==> src/rtl/spi_slave_rx.sv <==
// SPI responder: oversampled scl/cs/mosi, LSB-first byte in on mosi and out on miso.
// Define SPI_SLAVE_OVR_EN to add the rx_ack input and the sticky rx_ovr overrun flag.
module spi_slave_rx #(
    parameter logic TRIG     = 1'b1,
    parameter int   SYNC_STG = 2
) (
    input  logic       clk,
    input  logic       rst,
    input  logic       scl,
    input  logic       cs,
    input  logic       mosi,
    output logic       miso,
    input  logic [7:0] tx_data,
    input  logic       tx_load,
    output logic [7:0] rx_data,
    output logic       rx_valid,
`ifdef SPI_SLAVE_OVR_EN
    input  logic       rx_ack,
    output logic       rx_ovr,
`endif
    output logic       busy
);

    typedef enum logic {IDLE, SHIFT} state_t;

    localparam logic [1:0] FILL = 2'(SYNC_STG);

    state_t state, state_nxt;

    logic [SYNC_STG-1:0] scl_sync, cs_sync, mosi_sync;
    logic       scl_s, cs_s, mosi_s;
    logic       scl_prev, cs_prev;
    logic [1:0] fill_cnt;
    logic       armed;
    logic       sample_edge, cs_fall, cs_rise;
    logic       do_start, do_sample, do_abort;
    logic [2:0] bit_cnt, bit_nxt;
    logic [7:0] shift_tx, shift_rx, tx_hold;
    logic       frame_done;

    assign scl_s = scl_sync[SYNC_STG-1];
    assign cs_s  = cs_sync[SYNC_STG-1];
    assign mosi_s = mosi_sync[SYNC_STG-1];
    assign busy  = ~cs_s;

    // NOTE: every clocked register uses non-blocking assignments so all flops update from pre-edge values.
    always_ff @(posedge clk) begin
        if (rst) begin
            scl_sync  <= {SYNC_STG{~TRIG}};
            cs_sync   <= '1;
            mosi_sync <= '0;
            scl_prev  <= ~TRIG;
            cs_prev   <= 1'b1;
        end else begin
            scl_sync  <= {scl_sync[SYNC_STG-2:0], scl};
            cs_sync   <= {cs_sync[SYNC_STG-2:0], cs};
            mosi_sync <= {mosi_sync[SYNC_STG-2:0], mosi};
            scl_prev  <= scl_s;
            cs_prev   <= cs_s;
        end
    end

    // A frame may only start once cs has really been seen high after the chain refilled,
    // so a reset in the middle of a frame cannot restart on the forced-high reset value.
    always_ff @(posedge clk) begin
        if (rst) begin
            fill_cnt <= '0;
            armed    <= 1'b0;
        end else begin
            if (fill_cnt != FILL)
                fill_cnt <= fill_cnt + 2'd1;
            if (fill_cnt == FILL && cs_s)
                armed <= 1'b1;
        end
    end

    assign sample_edge = (scl_prev == TRIG) && (scl_s != TRIG);
    assign cs_fall     = armed && cs_prev && !cs_s;
    assign cs_rise     = cs_s && !cs_prev;
    assign bit_nxt     = bit_cnt + 3'd1;

    always_ff @(posedge clk) begin
        if (rst) state <= IDLE;
        else     state <= state_nxt;
    end

    // NOTE: defaults first so no path leaves a combinational output unassigned (no latches).
    always_comb begin
        state_nxt = state;
        do_start  = 1'b0;
        do_sample = 1'b0;
        do_abort  = 1'b0;
        case (state)
            IDLE: begin
                if (cs_fall) begin
                    state_nxt = SHIFT;
                    do_start  = 1'b1;
                end
            end
            SHIFT: begin
                if (cs_rise) begin
                    state_nxt = IDLE;
                    do_abort  = 1'b1;
                end else if (sample_edge) begin
                    do_sample = 1'b1;
                end
            end
            default: state_nxt = IDLE;
        endcase
    end

    always_ff @(posedge clk) begin
        if (rst) begin
            bit_cnt    <= '0;
            shift_tx   <= '0;
            shift_rx   <= '0;
            tx_hold    <= '0;
            miso       <= 1'b0;
            frame_done <= 1'b0;
            rx_data    <= '0;
            rx_valid   <= 1'b0;
        end else begin
            if (tx_load)
                tx_hold <= tx_data;

            frame_done <= 1'b0;
            rx_valid   <= frame_done;
            if (frame_done)
                rx_data <= shift_rx;

            if (do_abort) begin
                miso    <= 1'b0;
                bit_cnt <= '0;
            end else if (do_start) begin
                shift_tx <= tx_hold;
                miso     <= tx_hold[0];
                bit_cnt  <= '0;
            end else if (do_sample) begin
                shift_rx[bit_cnt] <= mosi_s;
                bit_cnt           <= bit_nxt;
                if (bit_cnt == 3'd7) begin
                    // Reload immediately so a following frame under the same cs-low is ready.
                    frame_done <= 1'b1;
                    shift_tx   <= tx_hold;
                    miso       <= tx_hold[0];
                end else begin
                    miso <= shift_tx[bit_nxt];
                end
            end
        end
    end

`ifdef SPI_SLAVE_OVR_EN
    logic pending;

    always_ff @(posedge clk) begin
        if (rst) begin
            pending <= 1'b0;
            rx_ovr  <= 1'b0;
        end else if (frame_done) begin
            pending <= 1'b1;
            if (pending)
                rx_ovr <= 1'b1;
        end else if (rx_ack) begin
            pending <= 1'b0;
        end
    end
`endif

endmodule

==> config.mk <==
export PLATFORM = sky130hd
export DESIGN_NAME = spi_slave_rx
export DESIGN_NICKNAME = d
export VERILOG_FILES = /design/src/rtl/spi_slave_rx.sv
export SDC_FILE = /design/constraint.sdc
export NUM_CORES = 1
export LEC_CHECK = 0
export ABC_AREA = 1
export CORE_MARGIN = 8
export CORE_UTILIZATION = 45
export CTS_CLUSTER_SIZE = 20
export DETAILED_ROUTE_END_ITERATION = 6
export PLACE_DENSITY = 0.72
export SLEW_MARGIN = 20
export SYNTH_ARGS = -nofsm -noshare
export SYNTH_HDL_FRONTEND = slang
export SYNTH_SLANG_ARGS = --single-unit
==> constraint.sdc <==
create_clock -name clk -period 2 [get_ports clk]
set_clock_uncertainty 0.2 [all_clocks]
set_input_delay 0.4 -clock clk [delete_from_list [all_inputs] [get_ports clk]]
set_output_delay 0.4 -clock clk [all_outputs]
set_load 0.05 [all_outputs]
======== Word-level counts from Yosys, hierarchy flattened ========
Cells that the tools add are included.
storage, ports and cells
  output and inout bits ................... 11
  word-level logic and storage cells ...... 66
  register bits ........................... 50
  bits of input ports ..................... 14
operators by class
  bitwise operators ....................... 6
  reduce and logical (&&, ||, !) cells .... 15
  add/sub/neg operators ................... 2
  equal/unequal tests ..................... 3
  magnitude comparators ................... 3
  multiplexer cells ....................... 21
operator list
  cell                                                                count
  2-to-1 mux 8 bit                                                    3
  2-to-1 mux 1 bit                                                    14
  bitwise mux 8 bit                                                   1
  < comparator 3 x 4 -> 1 bit (second input constant)                 2
  logical AND 1 bit                                                   6
  inverter 1 bit                                                      6
  AND reduction 3 bit                                                 2
  nonzero test 2 bit                                                  2
  OR reduction 4 bit                                                  1
  adder 3 x 1 -> 3 bit (second input constant)                        1
  binary-select mux 1 bit (select 3 bit)                              1
  demux 1 bit (select 3 bit)                                          1
  equality test 3 bit (second input constant)                         1
  greater-or-equal comparator 3 x 1 -> 1 bit (second input constant)  1
  OR reduction 3 bit                                                  1
  adder 2 x 1 -> 2 bit (second input constant)                        1
  equality test 2 bit (second input constant)                         1
  logical NOT 1 bit                                                   2
  inequality test 2 bit (second input constant)                       1
  case mux 1 bit (2 select lines)                                     1
  OR reduction 2 bit                                                  1

======== Logic depth before layout (Yosys ltp) ========
Gate-level depths: netlist (run 1).
  depth after elaboration ................. 7
  depth in mapped cells ................... 8

======== Least setup slack after synthesis (run 1) ========
No wires, ideal clock.
  path kind ............................... register to register
  from .................................... register cs_sync[1]
  to ...................................... register shift_tx[1]
  slack ................................... 0.429 ns
  buffers on the path ..................... 0
  arrival time ............................ 1.255 ns
  cell stages (with the launch flop) ...... 7
  clock period less this slack ............ 1.571 ns
  required time ........................... 1.684 ns
  path through ............................ dfxtp_1 -> inv_1 -> nand3_2 -> nand2_2 -> nand2_4 -> o21ai_0 -> nor2_1
on the way
  longest elaborated chain between the ends .. 6
  elaborated cells on any way between the ends .. 14
  classes of those cells .................. mux: 7; bitwise: 1; reduce/logical: 6
RTL lines
  element                               line  source
  start, declared                       30    logic [SYNC_STG-1:0] scl_sync, cs_sync, mosi_sync;
  start signal, assigned                56    cs_sync <= {cs_sync[SYNC_STG-2:0], cs};
  logical NOT 1 bit                     78    assign cs_fall = armed && cs_prev && !cs_s;
  logical AND 1 bit                     78
  2-to-1 mux 1 bit                      95    if (cs_fall) begin
  2-to-1 mux 1 bit                      93    case (state)
  nonzero test 2 bit (no source line)   --
  AND reduction 3 bit (no source line)  --
  end signal, assigned                  135   shift_tx <= tx_hold;
  end signal, assigned                  144   shift_tx <= tx_hold;
  end, declared                         38    logic [7:0] shift_tx, shift_rx, tx_hold;
Several ways; a longest one is shown, not always the timed one.
A chain may end at the register's enable or synchronous reset.

======== Worst setup path after layout (run 1) ========
  from .................................... register bit_cnt[0]
  to ...................................... register shift_tx[5]
on the way
  longest elaborated chain between the ends .. 3
RTL lines
  element                               line  source
  start, declared                       37    logic [2:0] bit_cnt, bit_nxt;
  start signal, assigned                140   bit_cnt <= bit_nxt;
  equality test 3 bit                   141   if (bit_cnt == 3'd7) begin
  nonzero test 2 bit (no source line)   --
  AND reduction 3 bit (no source line)  --
No other way between the ends.

==> impl_metrics.tcl, run 1 <==
set metrics [dict create \
    whs_ns 0.206 \
    setup.reg_to_reg.worst_slack_ns 0.40 \
    critical_path.reg2reg.startpoint "bit_cnt[0]$_SDFFE_PP0P_" \
    detailedRoute.firstPassIterationCount 4 \
    worst-endpoint-required_ns 1.99 \
    syn_avg_cell_area_sq_um 7.54 \
    fin_crit_sh_pct 79.8 \
    design.core.area_sq_mm 0.00429 \
    track_usage_pct 10.8 \
    area_delta_synth_final_pct 19.4 \
    synth.cell_area_sq_mm 0.00198 \
    rows 24 \
    detailedRoute.firstIterationViolations 52 \
    ys_ff_latch 50 \
    utilization_pct 55.1 \
    critPathMaxFanout 10 \
    synthDistinctLibCells 22 \
    grt_overflow_total 0 \
    grt_antenna_before_repair 0 \
    largest_voltage_drop_on_the_vdd_net_mv 0.460 \
    boundaryPins 25 \
    worst-slew-pin-transition_ns 0.313 \
    endpoint_kind "register" \
    drive_gt1_share_pct 12.6 \
    area_of_the_multi_input_gates_sq_um 830 \
    cellLeakagePower_uw 0.00108 \
    hold-path-cell-count 2 \
    postCtsHoldBufs 0 \
    route.vias.total 1556 \
    die_x_um 82.4 \
    cts_root_buffer "sky130_fd_sc_hd__clkbuf_8" \
    min_delay_worst_endpoint "scl_sync[1]$_SDFF_PP0_" \
    rsz0062_at_grt "no" \
    outcome "completed" \
    initial_cell_density_of_the_core_pct 46.2 \
    clk_pin_slew_worst_paths_ns 0.09 \
    synth.yosys.seq_area_share_pct 50.5 \
    setup_violations 0 \
    cts-root-to-sink-buffers 2 \
    synth_cells 263 \
    port-buffer-count 24 \
    numClockSinks 50 \
    cts_tree "yes" \
    gp_congestion 0.780 \
    die_area_sq_mm 0.00679 \
    avgRoutedWirePerCell_um 9.45 \
    die_y_um 82.4 \
    first_global_vias 1415 \
    worst-r2r-cell-count 7 \
    place_hpwl_um 2430 \
    powerDensity_mw_per_mm2 783 \
    num-fill-cells 418 \
    timing.hold.worst.class "reg -> reg" \
    timing_max_transition_violations_final 0 \
    arrival_ns 1.59 \
    fmaxAchievable_ghz 0.627 \
    slew-limit-headroom_pct 79.1 \
    cts-htree-levels 2 \
    setup.worst_path.start_class "register" \
    cap_viol_max_count 0 \
    detail_route.wirelength_um 3260 \
    design.final.nets 309 \
    sequential_cell_area_sq_mm 0.00100 \
    timing.final.crit_period_ns 1.60 \
    grt_first_pass_wirelength_um 5870 \
    ant_nets 0 \
    clk-insertion-delay-late_ns 0.30 \
    pin_count_of_the_biggest_net_entering_global_routing 20 \
    insertedDiodeCount 0 \
    synth_warnings 0 \
    crit_type "reg -> reg" \
    drc_errors 0 \
    post-cts-setup-buffer-count 0 \
    post_cts_resize_count 0 \
    clock_buffer_count_from_cts 5 \
    rr_endpoint "shift_tx[5]$_SDFFE_PP0P_" \
    finalHoldViolations 0 \
    finalSetupTns_ns 0 \
    detail_route.vias_per_cell 4.51 \
    synth_nets 280 \
    hold_path_startpoint "scl_sync[0]$_SDFF_PP0_" \
]
worst max path at each step:
stage | slack (ns) | cells past startpoint | startpoint | endpoint
finish | 0.40 | 7 | bit_cnt[0]$_SDFFE_PP0P_ | shift_tx[5]$_SDFFE_PP0P_
global route | 0.26 | 7 | bit_cnt[0]$_SDFFE_PP0P_ | shift_tx[5]$_SDFFE_PP0P_
CTS | 0.39 | 7 | bit_cnt[0]$_SDFFE_PP0P_ | shift_tx[5]$_SDFFE_PP0P_
detailed placement | 0.34 | 4 | tx_load | tx_hold[0]$_SDFFE_PP0P_
global placement | 0.36 | 4 | tx_load | tx_hold[0]$_SDFFE_PP0P_
floorplan | 0.43 | 6 | cs_sync[1]$_SDFF_PP1_ | shift_tx[1]$_SDFFE_PP0P_
report_power, final:
part | internal (uW) | switching (uW) | leakage (uW)
sequential | 1040 | 20.2 | 0.000407
clock | 349 | 310 | 0.0000575
combinational | 63.8 | 75.5 | 0.000615
cells in the final DEF, fill, tap and decap left out:
| master | instances |
|---|---|
| sky130_fd_sc_hd__nand3_1 | 4 |
| sky130_fd_sc_hd__or2_2 | 2 |
| sky130_fd_sc_hd__clkdlybuf4s50_1 | 13 |
| sky130_fd_sc_hd__nand4_4 | 1 |
| sky130_fd_sc_hd__nor2_1 | 73 |
| sky130_fd_sc_hd__nand3_2 | 1 |
| sky130_fd_sc_hd__nand2_1 | 42 |
| sky130_fd_sc_hd__nor3_2 | 4 |
| sky130_fd_sc_hd__dfxtp_1 | 50 |
| sky130_fd_sc_hd__nand2_2 | 3 |
| sky130_fd_sc_hd__nor3_1 | 4 |
| sky130_fd_sc_hd__o21ai_0 | 27 |
| sky130_fd_sc_hd__inv_1 | 29 |
| sky130_fd_sc_hd__a21oi_1 | 8 |
| sky130_fd_sc_hd__ha_1 | 3 |
| sky130_fd_sc_hd__clkbuf_8 | 8 |
| sky130_fd_sc_hd__inv_4 | 1 |
| sky130_fd_sc_hd__buf_4 | 15 |
| sky130_fd_sc_hd__clkinv_1 | 1 |
| sky130_fd_sc_hd__nand3b_1 | 2 |
| sky130_fd_sc_hd__nand2_4 | 1 |
| sky130_fd_sc_hd__nor3_4 | 1 |
per-layer routing:
| metal | wire, um | up-vias | GRT usage (%) |
|---|---|---|---|
| li1 | - | 867 | - |
| met1 | 1580 | 659 | 12.9 |
| met3 | 198 | 5 | 4.44 |
| met2 | 1440 | 25 | 17.5 |
| met4 | 41 | 0 | 3.16 |
| met5 | 0 | - | 0 |
layout make-up:
type	instances	area share, %
Timing Repair Buffer	28	10.3
Multi-Input combinational cell	176	35.0
Tap cell	52	2.75
Sequential cell	50	42.3
Clock buffer	8	4.65
Inverter	31	5.02
kinds of logic after synthesis:
family	count (synthesis)	share of synthesized area, %
simple gates	138	31.1
flops	50	50.5
buf+inv	37	7.70
compound gates	35	8.83
fa+ha+maj	3	1.89
synthesized netlist by cell type:
cell | instances | share of area, %
sky130_fd_sc_hd__nand2_2 | 3 | 0.95
sky130_fd_sc_hd__nand4_4 | 1 | 1.1
sky130_fd_sc_hd__o21ai_0 | 27 | 6.8
sky130_fd_sc_hd__clkinv_1 | 1 | 0.19
sky130_fd_sc_hd__a21oi_1 | 8 | 2.0
sky130_fd_sc_hd__nand2_4 | 1 | 0.57
sky130_fd_sc_hd__buf_4 | 1 | 0.38
sky130_fd_sc_hd__buf_6 | 1 | 0.57
sky130_fd_sc_hd__nor2_1 | 73 | 14
sky130_fd_sc_hd__nand3_1 | 4 | 1.0
sky130_fd_sc_hd__dfxtp_1 | 50 | 50
sky130_fd_sc_hd__nand3b_1 | 2 | 0.76
sky130_fd_sc_hd__or2_2 | 2 | 0.63
sky130_fd_sc_hd__nor3_1 | 4 | 1.0
sky130_fd_sc_hd__inv_1 | 29 | 5.5
sky130_fd_sc_hd__clkbuf_1 | 4 | 0.76
sky130_fd_sc_hd__inv_4 | 1 | 0.32
sky130_fd_sc_hd__nor3_2 | 4 | 2.0
sky130_fd_sc_hd__nor3_4 | 1 | 0.82
sky130_fd_sc_hd__ha_1 | 3 | 1.9
sky130_fd_sc_hd__nand3_2 | 1 | 0.50
sky130_fd_sc_hd__nand2_1 | 42 | 7.9
flip-flops by register name, summed over array words and instances, names as in the netlist:
register / flops
shift_tx: 8
rx_valid: 1
scl_prev: 1
cs_prev: 1
mosi_sync: 2
miso: 1
bit_cnt: 3
tx_hold: 8
scl_sync: 2
state: 1
cs_sync: 2
fill_cnt: 2
frame_done: 1
armed: 1
rx_data: 8
shift_rx: 8
critical path: stages, from the launching register on:
cell	delay (ns)
sky130_fd_sc_hd__dfxtp_1	0.48
sky130_fd_sc_hd__ha_1	0.20
sky130_fd_sc_hd__ha_1	0.13
sky130_fd_sc_hd__inv_1	0.05
sky130_fd_sc_hd__nand2_2	0.10
sky130_fd_sc_hd__nand2_4	0.10
sky130_fd_sc_hd__o21ai_0	0.17
sky130_fd_sc_hd__nor2_1	0.05
through the flow:
stage / cell area, sq um / setup WS [ns] / cells / power [uW]
after detailed placement: 2260 / 0.337 / 337 / 1220
after global routing: 2370 / 0.264 / 345 / 1950
after global placement: 2260 / 0.361 / 337 / 1210
after floorplan: 1980 / 0.429 / 263 / 1170
final: 2370 / 0.405 / 345 / 1850
after CTS: 2370 / 0.387 / 345 / 1880
Power figures use the tool's default switching activity.
==> run 2, diff against run 1 <==
clock period = 1.59 ns   (was 2 ns; I/O delays follow)
==> impl_metrics.tcl, run 2 (same netlist as run 1, synthesis figures left out) <==
set metrics [dict create \
    cts-htree-levels 2 \
    insertedDiodeCount 0 \
    rsz0062_at_grt "no" \
    timing.hold.worst.class "reg -> reg" \
    critPathMaxFanout 10 \
    largest_voltage_drop_on_the_vdd_net_mv 0.781 \
    fmaxAchievable_ghz 0.668 \
    numClockSinks 50 \
    drc_errors 0 \
    slew-limit-headroom_pct 77.1 \
    rows 24 \
    setup_violations 0 \
    met1_length_um 1630 \
    setup_ws_ns 0.0936 \
    detail_route.wirelength_um 3460 \
    worst_path_max_stage_delay_ns 0.32 \
    timing_max_transition_violations_final 0 \
    cp_cell_sequence "ha_1, ha_1, inv_1, nand2_2, nand2_4, inv_4, nor2_1, nor2_1" \
    detailedRoute.firstIterationViolations 71 \
    powerDensity_mw_per_mm2 894 \
    layout_commonest_cell "sky130_fd_sc_hd__nor2_1" \
    finalSetupTns_ns 0 \
    clk_pin_slew_worst_paths_ns 0.08 \
    min_delay_worst_endpoint "scl_sync[1]$_SDFF_PP0_" \
    hold_path_startpoint "scl_sync[0]$_SDFF_PP0_" \
    fin_crit_sh_pct 94.1 \
    design.final.nets 314 \
    setup.reg_to_reg.worst_slack_ns 0.09 \
    detail_route_met2_wl_um 1580 \
    hold-path-cell-count 2 \
    track_usage_pct 11.1 \
    crit_type "reg -> reg" \
    grt_first_pass_wirelength_um 5840 \
    timing.final.crit_period_ns 1.50 \
    grt_antenna_before_repair 0 \
    ant_nets 0 \
    area_delta_synth_final_pct 27.8 \
    port-buffer-count 24 \
    whs_ns 0.207 \
    pin_count_of_the_biggest_net_entering_global_routing 20 \
    arrival_ns 1.50 \
    initial_cell_density_of_the_core_pct 46.2 \
    clock_buffer_count_from_cts 5 \
    finalHoldViolations 0 \
    endpoint_kind "register" \
    utilization_pct 59.0 \
    drive_gt1_share_pct 14.4 \
    cts_tree "yes" \
    place_hpwl_um 2520 \
    cts-root-to-sink-buffers 2 \
    clk-insertion-delay-late_ns 0.31 \
    cp_max_delay_cell "sky130_fd_sc_hd__dfxtp_1" \
    die_y_um 82.4 \
    design.core.area_sq_mm 0.00429 \
    die_x_um 82.4 \
    setup.worst_path.start_class "register" \
    layout_common_cells "sky130_fd_sc_hd__nor2_1, sky130_fd_sc_hd__dfxtp_1, sky130_fd_sc_hd__nand2_1" \
    gp_congestion 0.784 \
    cts_root_buffer "sky130_fd_sc_hd__clkbuf_8" \
    total_length_of_routed_met3_wires_um 164 \
    highest-signal-layer "met4" \
    detailedRoute.firstPassIterationCount 4 \
    postCtsHoldBufs 0 \
    first_global_vias 1424 \
    rr_endpoint "shift_tx[3]$_SDFFE_PP0P_" \
    die_area_sq_mm 0.00679 \
    detail_route.vias_per_cell 4.56 \
    cap_viol_max_count 0 \
    outcome "completed" \
    cellLeakagePower_uw 0.00112 \
    route.vias.total 1595 \
    boundaryPins 25 \
    placement.setup.worst_slack_ns 0.0548 \
    grt_overflow_total 0 \
    worst-endpoint-required_ns 1.60 \
    final_area_sq_mm 0.00253 \
    avgRoutedWirePerCell_um 9.87 \
    worst-slew-pin-transition_ns 0.343 \
    dpl_cell_area_sq_mm 0.00243 \
    critical_path.reg2reg.startpoint "bit_cnt[0]$_SDFFE_PP0P_" \
    worst-r2r-cell-count 8 \
]
-- run 2: cell types whose count changed in the layout (fill, tap and decap cells not counted) --
cell                       delta
sky130_fd_sc_hd__buf_4        -6
sky130_fd_sc_hd__nor3_2       +2
sky130_fd_sc_hd__nor3_1       -2
sky130_fd_sc_hd__clkbuf_8     -2
sky130_fd_sc_hd__clkinv_2     +1
sky130_fd_sc_hd__clkbuf_1     +1
sky130_fd_sc_hd__buf_12      +11
-- run 2: final cells by class --
class | count | area, sq um
Sequential cell | 50 | 1000
Timing Repair Buffer | 33 | 418
Tap cell | 52 | 65.1
Multi-Input combinational cell | 176 | 840
Fill cell | 403 | 1760
Inverter | 31 | 119
Clock buffer | 7 | 86.3
Clock inverter | 1 | 5.00
-- run 2: worst max-delay path by stage --
stage / startpoint / endpoint
global placement: rst / cs_sync[0]$_SDFF_PP1_
detailed placement: rst / fill_cnt[0]$_SDFFE_PP0P_
finish: bit_cnt[0]$_SDFFE_PP0P_ / shift_tx[3]$_SDFFE_PP0P_
floorplan: cs_sync[1]$_SDFF_PP1_ / shift_tx[7]$_SDFFE_PP0P_
global route: bit_cnt[0]$_SDFFE_PP0P_ / shift_tx[3]$_SDFFE_PP0P_
CTS: bit_cnt[0]$_SDFFE_PP0P_ / shift_tx[1]$_SDFFE_PP0P_
-- run 2: per-stage QoR --
step	power, uW	std cells
final	2270	350
after global routing	2370	350
after CTS	2300	350
after detailed placement	1540	342
after global placement	1540	342
after floorplan	1470	263
-- run 2: worst max-delay path, delay by kind of cell (launching register included) --
kind	cells	cell delay, ns
adder cells (fa/ha/maj)	2	0.38
buffers and inverters	2	0.15
flip-flops	1	0.32
AND/OR/NAND/NOR	4	0.36
-- run 2: what timing repair did --
item,in CTS,in global routing
endpoints found under the hold margin,0,0
resized for setup,0,2
setup endpoints to repair,0,2
buffers inserted,0,0
-- run 2: layer usage --
layer | vias up | GRT usage [%]
li1 | 879 | -
met1 | 683 | 11.9
met4 | 0 | 6.84
met5 | - | 0
met2 | 25 | 18.8
met3 | 8 | 3.35
-- run 2: where the power goes --
part,switching (uW),internal [uW]
Sequential,25.5,1300
Combinational,95.6,87.4
Clock,404,351
Total,525,1740
